File: src/rtl/instruction_decode_stage.sv
// MIPS ID stage: 32x32 register file with write-through bypass,
// main controller and immediate extender. Only the GPR array is clocked.
module instruction_decode_stage (
    input  logic        Clk,
    input  logic        Reset,
    input  logic [31:0] Instruction,
    input  logic [31:0] PCAddResult,
    input  logic        RegWrite,
    input  logic [4:0]  WriteRegister,
    input  logic [31:0] WriteData,
    output logic [31:0] ReadData1,
    output logic [31:0] ReadData2,
    output logic [31:0] SignExtension,
    output logic [31:0] PCAddResult_out,
    output logic [31:0] instruction_indx,
    output logic [4:0]  Rt,
    output logic [4:0]  Rd,
    output logic        ALUSrc,
    output logic [3:0]  ALUOp,
    output logic        Branch,
    output logic [2:0]  BranchLogicOp,
    output logic        RegDst,
    output logic        RegWrite1,
    output logic        MemWrite,
    output logic        MemRead,
    output logic        MemToReg,
    output logic [1:0]  BitSel,
    output logic [1:0]  sel_D
);

    localparam logic [3:0] ALU_ADD  = 4'b0000;
    localparam logic [3:0] ALU_SUB  = 4'b0001;
    localparam logic [3:0] ALU_AND  = 4'b0010;
    localparam logic [3:0] ALU_OR   = 4'b0011;
    localparam logic [3:0] ALU_NOR  = 4'b0100;
    localparam logic [3:0] ALU_XOR  = 4'b0101;
    localparam logic [3:0] ALU_SLL  = 4'b0110;
    localparam logic [3:0] ALU_SRL  = 4'b0111;
    localparam logic [3:0] ALU_SLT  = 4'b1000;
    localparam logic [3:0] ALU_MUL  = 4'b1001;
    localparam logic [3:0] ALU_LINK = 4'b1111;

    localparam logic [2:0] BR_BEQ  = 3'b000;
    localparam logic [2:0] BR_BNE  = 3'b001;
    localparam logic [2:0] BR_BGEZ = 3'b010;
    localparam logic [2:0] BR_BGTZ = 3'b011;
    localparam logic [2:0] BR_BLEZ = 3'b100;
    localparam logic [2:0] BR_BLTZ = 3'b101;

    localparam logic [5:0] OP_RTYPE  = 6'h00;
    localparam logic [5:0] OP_REGIMM = 6'h01;
    localparam logic [5:0] OP_J      = 6'h02;
    localparam logic [5:0] OP_JAL    = 6'h03;
    localparam logic [5:0] OP_BEQ    = 6'h04;
    localparam logic [5:0] OP_BNE    = 6'h05;
    localparam logic [5:0] OP_BLEZ   = 6'h06;
    localparam logic [5:0] OP_BGTZ   = 6'h07;
    localparam logic [5:0] OP_ADDI   = 6'h08;
    localparam logic [5:0] OP_SLTI   = 6'h0A;
    localparam logic [5:0] OP_ANDI   = 6'h0C;
    localparam logic [5:0] OP_ORI    = 6'h0D;
    localparam logic [5:0] OP_XORI   = 6'h0E;
    localparam logic [5:0] OP_MUL    = 6'h1C;
    localparam logic [5:0] OP_LB     = 6'h20;
    localparam logic [5:0] OP_LH     = 6'h21;
    localparam logic [5:0] OP_LW     = 6'h23;
    localparam logic [5:0] OP_SB     = 6'h28;
    localparam logic [5:0] OP_SH     = 6'h29;
    localparam logic [5:0] OP_SW     = 6'h2B;

    logic [31:0] r_gpr [32];

    logic [5:0]  w_op;
    logic [5:0]  w_funct;
    logic [4:0]  w_rs;
    logic [4:0]  w_rt;
    logic [15:0] w_imm;
    logic        w_wr_en;
    logic        w_zext;
    logic        w_jal;

    assign w_op    = Instruction[31:26];
    assign w_rs    = Instruction[25:21];
    assign w_rt    = Instruction[20:16];
    assign w_funct = Instruction[5:0];
    assign w_imm   = Instruction[15:0];
    assign w_wr_en = RegWrite && (WriteRegister != 5'd0);

    always_ff @(posedge Clk) begin
        if (Reset) begin
            for (int i = 0; i < 32; i++) begin
                r_gpr[i] <= '0;
            end
        end else if (w_wr_en) begin
            r_gpr[WriteRegister] <= WriteData;
        end
    end

    // Bypass lets WB results reach the instruction decoded in the same cycle
    assign ReadData1 = (w_rs == 5'd0)                          ? 32'd0     :
                       (w_wr_en && (WriteRegister == w_rs))    ? WriteData :
                                                                 r_gpr[w_rs];
    assign ReadData2 = (w_rt == 5'd0)                          ? 32'd0     :
                       (w_wr_en && (WriteRegister == w_rt))    ? WriteData :
                                                                 r_gpr[w_rt];

    assign w_zext = (w_op == OP_ANDI) || (w_op == OP_ORI) || (w_op == OP_XORI);
    assign w_jal  = (w_op == OP_JAL);

    assign SignExtension    = w_zext ? {16'd0, w_imm} : {{16{w_imm[15]}}, w_imm};
    assign PCAddResult_out  = PCAddResult;
    assign instruction_indx = {PCAddResult[31:28], Instruction[25:0], 2'b00};
    assign Rt               = w_rt;
    assign Rd               = w_jal ? 5'd31 : Instruction[15:11];

    always_comb begin
        ALUSrc        = 1'b0;
        ALUOp         = ALU_ADD;
        Branch        = 1'b0;
        BranchLogicOp = BR_BEQ;
        RegDst        = 1'b0;
        RegWrite1     = 1'b0;
        MemWrite      = 1'b0;
        MemRead       = 1'b0;
        MemToReg      = 1'b0;
        BitSel        = 2'b00;
        sel_D         = 2'b00;
        if (Instruction != 32'd0) begin
            case (w_op)
                OP_RTYPE: begin
                    RegDst    = 1'b1;
                    RegWrite1 = 1'b1;
                    case (w_funct)
                        6'h20:   ALUOp = ALU_ADD;
                        6'h22:   ALUOp = ALU_SUB;
                        6'h24:   ALUOp = ALU_AND;
                        6'h25:   ALUOp = ALU_OR;
                        6'h26:   ALUOp = ALU_XOR;
                        6'h27:   ALUOp = ALU_NOR;
                        6'h2A:   ALUOp = ALU_SLT;
                        6'h00:   ALUOp = ALU_SLL;
                        6'h02:   ALUOp = ALU_SRL;
                        6'h08: begin
                            RegDst    = 1'b0;
                            RegWrite1 = 1'b0;
                            sel_D     = 2'b10;
                        end
                        default: begin
                            RegDst    = 1'b0;
                            RegWrite1 = 1'b0;
                        end
                    endcase
                end
                OP_MUL: begin
                    if (w_funct == 6'h02) begin
                        RegDst    = 1'b1;
                        RegWrite1 = 1'b1;
                        ALUOp     = ALU_MUL;
                    end
                end
                OP_ADDI, OP_SLTI, OP_ANDI, OP_ORI, OP_XORI: begin
                    ALUSrc    = 1'b1;
                    RegWrite1 = 1'b1;
                    case (w_op)
                        OP_SLTI: ALUOp = ALU_SLT;
                        OP_ANDI: ALUOp = ALU_AND;
                        OP_ORI:  ALUOp = ALU_OR;
                        OP_XORI: ALUOp = ALU_XOR;
                        default: ALUOp = ALU_ADD;
                    endcase
                end
                OP_LW, OP_LH, OP_LB: begin
                    ALUSrc    = 1'b1;
                    MemRead   = 1'b1;
                    MemToReg  = 1'b1;
                    RegWrite1 = 1'b1;
                    BitSel    = (w_op == OP_LW) ? 2'b00 :
                                (w_op == OP_LH) ? 2'b01 : 2'b10;
                end
                OP_SW, OP_SH, OP_SB: begin
                    ALUSrc   = 1'b1;
                    MemWrite = 1'b1;
                    BitSel   = (w_op == OP_SW) ? 2'b00 :
                               (w_op == OP_SH) ? 2'b01 : 2'b10;
                end
                OP_BEQ, OP_BNE, OP_BLEZ, OP_BGTZ: begin
                    Branch = 1'b1;
                    ALUOp  = ALU_SUB;
                    case (w_op)
                        OP_BNE:  BranchLogicOp = BR_BNE;
                        OP_BLEZ: BranchLogicOp = BR_BLEZ;
                        OP_BGTZ: BranchLogicOp = BR_BGTZ;
                        default: BranchLogicOp = BR_BEQ;
                    endcase
                end
                OP_REGIMM: begin
                    if (w_rt == 5'd1) begin
                        Branch        = 1'b1;
                        ALUOp         = ALU_SUB;
                        BranchLogicOp = BR_BGEZ;
                    end else if (w_rt == 5'd0) begin
                        Branch        = 1'b1;
                        ALUOp         = ALU_SUB;
                        BranchLogicOp = BR_BLTZ;
                    end
                end
                OP_J: begin
                    sel_D = 2'b01;
                end
                OP_JAL: begin
                    sel_D     = 2'b01;
                    RegWrite1 = 1'b1;
                    RegDst    = 1'b1;
                    ALUOp     = ALU_LINK;
                end
                default: ;
            endcase
        end
    end

endmodule

File: config.mk
export PLATFORM = sky130hd
export DESIGN_NAME = instruction_decode_stage
export DESIGN_NICKNAME = d
export VERILOG_FILES = /design/src/rtl/instruction_decode_stage.sv
export SDC_FILE = /design/constraint.sdc
export NUM_CORES = 2
export LEC_CHECK = 0
export CORE_ASPECT_RATIO = 0.6
export CORE_MARGIN = 8
export CORE_UTILIZATION = 40
export CTS_CLUSTER_SIZE = 24
export DETAILED_ROUTE_END_ITERATION = 6
export PLACE_DENSITY = 0.67
export SETUP_SLACK_MARGIN = 0.4
export SYNTH_ARGS = -nofsm -noshare
export SYNTH_HDL_FRONTEND = slang
export SYNTH_SLANG_ARGS = --single-unit
export TNS_END_PERCENT = 1
File: constraint.sdc
create_clock -name Clk -period 4.8 [get_ports Clk]
set_input_delay 0.96 -clock Clk [delete_from_list [all_inputs] [get_ports Clk]]
set_output_delay 0.96 -clock Clk [all_outputs]
set_load 0.1 [all_outputs]
After elaboration in Yosys (flattened, before gate mapping). Memories as Yosys holds them, arrays and structs flattened. Cells that the tools add are included.

Register bits after elaboration: 0. Bits in latches: 0. Bits in writable memories: 1024. ROM bits: 0. Bits of input ports: 104. Output and inout bits: 188. Logic and storage cells: 103. Memories kept: 1.

$add $sub $neg: 0. Multiply operators: 0. Div/mod/pow operators: 0. Magnitude comparators: 0. Equality and inequality tests: 31. Shift operators: 0. Multiplexer cells: 51. Bitwise operators: 0. Reduce and logical (&&, ||, !) cells: 20.

Memory list: r_gpr (words 32, width 32, read ports 2, clocked after Yosys merged registers in 0, write ports 32, RTL line 71) `logic [31:0] r_gpr [32];`.

Operators by type and width (number): 2-to-1 mux 32 bit (6); == test 6 bit (second input constant) (13); == test 6 x 4 -> 1 bit (second input constant) (6); case mux 4 bit (8 select lines) (1); nonzero test 32 bit (1); OR reduction 32 bit (1); == test 6 x 3 -> 1 bit (second input constant) (4); case mux 4 bit (6 select lines) (1); 2-to-1 mux 1 bit (21); == test 6 x 2 -> 1 bit (second input constant) (3); OR reduction 9 bit (2); case mux 4 bit (4 select lines) (1); 2-to-1 mux 2 bit (7); logical NOT 6 bit (2); OR reduction 11 bit (1); == test 5 bit (2); logical NOT 5 bit (2); 2-to-1 mux 5 bit (2); 2-to-1 mux 3 bit (3); case mux 3 bit (3 select lines) (1); 2-to-1 mux 4 bit (2); case mux 2 bit (2 select lines) (2); == test 6 x 1 -> 1 bit (second input constant) (1); == test 6 x 5 -> 1 bit (second input constant) (1); 11 further kinds (16).

Depth between registers and ports, before layout.
Depth after elaboration: 7. Gate-level depth with buffers: 11. Gate-level depth less buffers: 6.

Least setup slack after synthesis. OpenSTA, ideal clock, no wires.

Path kind: in2out. From: in WriteRegister[3]. To: out ReadData2[1]. Arrival time: 4545 ps. Data required time: 3840 ps. Slack: -705 ps. Stages: 8. Path buffers: 4. Cell sequence: buf_4 > or3_4 > buf_6 > o31a_1 > and4_1 > clkbuf_2 > buf_2 > o31ai_1.

Longest elaborated chain between the ends: 5. Elaborated cells between the ends (all ways): 6. Those cells by class: eq/ne (1); mux (2); reduce/logical (3).

Ends and longest elaborated chain: from (decl) (RTL line 9) `input logic [4:0] WriteRegister,`; nonzero test 5 bit (RTL line 87) `assign w_wr_en = RegWrite && (WriteRegister != 5'd0);`; logical AND 1 bit (RTL line 87); logical AND 1 bit * (RTL line 104) `(w_wr_en && (WriteRegister == w_rt)) ? WriteData :`; 2-to-1 mux 32 bit * (RTL line 104); 2-to-1 mux 32 bit * (RTL line 103) `assign ReadData2 = (w_rt == 5'd0) ? 32'd0 :`; to (decl) (RTL line 12) `output logic [31:0] ReadData2,`.

Mark *: on every way between the ends. The rest lies on a longest branch, timed or not.

Worst setup path after layout.
From: in Instruction[23]. To: out ReadData1[27].

Longest elaborated chain between the ends: 4. Elaborated cells between the ends (all ways): 6. Those cells by class: eq/ne (1); mux (2); reduce/logical (2); memory (1).

Ends and longest elaborated chain: from (decl) (RTL line 6) `input logic [31:0] Instruction,`; parallel branches: the longest is 3 deep, another holds memory (32 x 32 bit); 2-to-1 mux 32 bit * (RTL line 100) `assign ReadData1 = (w_rs == 5'd0) ? 32'd0 :`; to (decl) (RTL line 11) `output logic [31:0] ReadData1,`.

Mark *: on every way between the ends.

==> results by group <==
Die
  • Core Area: 0.142 mm^2
  • Die area: 0.155 mm^2
  • Width of the chip: around 500 um
  • Die Y: 308 um
  • I/O pin cnt: between 200 and 300
  • Initial Utilization: 40.2%
  • Row count: 107

Power and ir drop
  • Final Power: roughly 23 mW
  • Leak Pwr: between 20 and 25 nW
  • Power per cell area: 345 mW/mm^2
  • Max IR drop VDD: 0.277 mV

Route
  • DRT Wirelength: 208000 um
  • DR iter-0 viols: 6448
  • DRC: 0
  • Routed wire per std cell: between 30 and 40 um
  • DR vias/cell: about 6.4
  • DRT antenna net count: 0
  • Via Count: 39588
  • TritonRoute pass-1 iters: 6

Placement
  • Setup slack after placement: -288 ps
  • Routability cong.: 0.945
  • DP HPWL: 141000 um
  • PortBufs: 221

Timing
  • RSZ-0062 raised after global routing: true
  • Min Tclk post-route: 4590 ps
  • PnR worst setup slack: around 210 ps
  • Final hold violations: 0
  • Max Slew Vio Count: 0
  • Fmax: 218 MHz
  • Measured slew at the worst slew-check pin: 1170 ps
  • Final setup vio count: 0
  • Worst Hold Slack: 1050 ps
  • Fin Setup TNS: 0 ps
  • Crit share post-route: 95.6%
  • Slew HR: 22.2%

Clock tree
  • Hold bufs inserted after CTS: 0
  • CTS tree: done
  • # clock sinks: around 1000
  • Reg clk slew, reported paths: 70 ps
  • CTS H-tree depth: 3
  • Maximum buffer depth of the clock tree: 3
  • Clk Tree Root Cell: clkbuf_16
  • CTS Buf Count: 90

Global routing
  • Total grt overflow: 0
  • Number of global-route vias before repair: 38057
  • Initial antenna violation count: 14
  • Largest net degree at the start of global routing: 67
  • Overall Global Routing Usage: 26.0%
  • Global-route wire length before repair: about 290000 um

Critical path
  • Largest stage delay on the critical path: 680 ps
  • Crit path buffers/inverters: 5
  • Worst setup SP type: input port
  • Critical path data required time: 3840 ps
  • Critical path cell sequence: buf_6 -> buf_12 -> nand2_1 -> buf_4 -> a2111oi_1 -> a2111oi_2 -> buf_4 -> nor3_4 -> nor2_1 -> buf_12
  • CP top delay family: buffers and inverters
  • CP Max Fanout: 32
  • Crit path arrival time: about 3600 ps
  • CP Capture Type: output port
  • CP Class: input port to output port
  • Slowest-stage cell, CP: a2111oi_1

Yosys
  • Post-synthesis sequential area ratio: ~54%
  • Synth async-reset ratio: 0%
  • Post-Synthesis Cells: 4083
  • Post-synth EDFFs: 1024
  • Avg Cell Area, Syn: 13.9 um^2
  • Mapped Area: about 0.057 mm^2
  • Top FF cell, synth: edfxtp_1
  • Count of state elements after synthesis: 1024
  • Synth warnings: 0
  • Synth cell types: 67

Finish
  • Layout cell share with drive strength beyond 1: 27.2%
  • Most common cell after layout, fill and taps aside: edfxtp_1
  • Fill count: around 12000
  • Area Growth Syn to Fin: 16.2%
  • Area of the multi-input gates: between 0.02 and 0.025 mm^2
  • Max FFs per register: 1024
  • Largest registers: r_gpr x1024
  • Reg area: between 0.03 and 0.04 mm^2
  • Layout Nets: 4336
  • Most frequent cells in the layout: edfxtp_1 (1024), and2_1 (996), mux4_2 (420), buf_4 (319), mux2i_1 (200)
  • Reg with most FFs: r_gpr

Status
  • Outcome: finished clean

Job
  • Max-cap viol count: 0

Worst hold path
  • Worst Hold Class: input port to flop
[final cells by class]
class / count / share of cell area, %
Antenna cell: 4 / 0.0151
Clock buffer: 110 / 3.61
Clock inverter: 57 / 0.967
Inverter: 8 / 0.0454
Multi-Input combinational cell: 2571 / 36.2
Sequential cell: 1024 / 46.5
Tap cell: 1907 / 3.61
Timing Repair Buffer: 537 / 9.10
[logic make-up (layout without fill, tap and decap cells)]
family / count (synthesis) / after routing / share of synthesized area, %
simple gates: 1490 / 1490 / 15.2
xor+xnor: 10 / 10 / 0.154
flops: 1024 / 1024 / 54.0
other cells: 1 / 38 / 0.00659
mux: 649 / 649 / 20.7
buf+inv: 521 / 712 / 4.90
compound gates: 388 / 388 / 4.96
[final timing paths]
| kind | from | slack, ps | to | cells after the start |
|---|---|---|---|---|
| worst min-delay path | Reset | 1050 | r_gpr[15][6] | 2 |
| worst max-delay path | Instruction[23] | 210 | ReadData1[27] | 10 |
[cell usage after synthesis (29+ instances only)]
cell type / instances / area (um^2)
edfxtp_1: 1024 / 30700
mux2_2: 29 / 327
mux4_2: 420 / 9460
buf_2: 70 / 350
nor2b_1: 31 / 194
or2_2: 38 / 238
a221oi_1: 32 / 280
nand2_1: 138 / 518
a211oi_1: 30 / 225
clkbuf_1: 259 / 972
a21oi_1: 46 / 230
o21ai_0: 47 / 235
buf_4: 138 / 1040
and2_1: 998 / 6240
mux2i_1: 200 / 2000
o22ai_1: 42 / 263
a22oi_1: 72 / 541
nand3_1: 41 / 205
nor2_1: 115 / 432
nor3_1: 37 / 185
[metal layers]
layer	track usage, %	routed length (um)	vias up
li1	-	-	15673
met1	37.2	80200	20182
met2	36.2	87200	3326
met3	9.66	32900	405
met4	8.92	7840	2
met5	0	13	-
[per-stage QoR]
step	instances	utilization (%)	instance area, um^2
finish	6218	46.7	66100
global placement	6041	44.4	62900
detailed placement	6041	44.4	62900
CTS	6210	46.6	66000
floorplan	4116	-	57000
global route	6214	46.7	66100
[timing repair]
| action | in CTS | in global routing |
|---|---|---|
| setup endpoints to repair | 59 | 54 |
| buffers inserted | 2 | 4 |
| resized for setup | 12 | 35 |
| pin swaps | 3 | 10 |
[report_power, final]
group	internal [mW]	total, mW	switching, mW
clock	4.31	7.84	3.53
sequential	10.3	10.6	0.266
combinational	1.61	4.41	2.80
(Power assumes the default switching activity.)
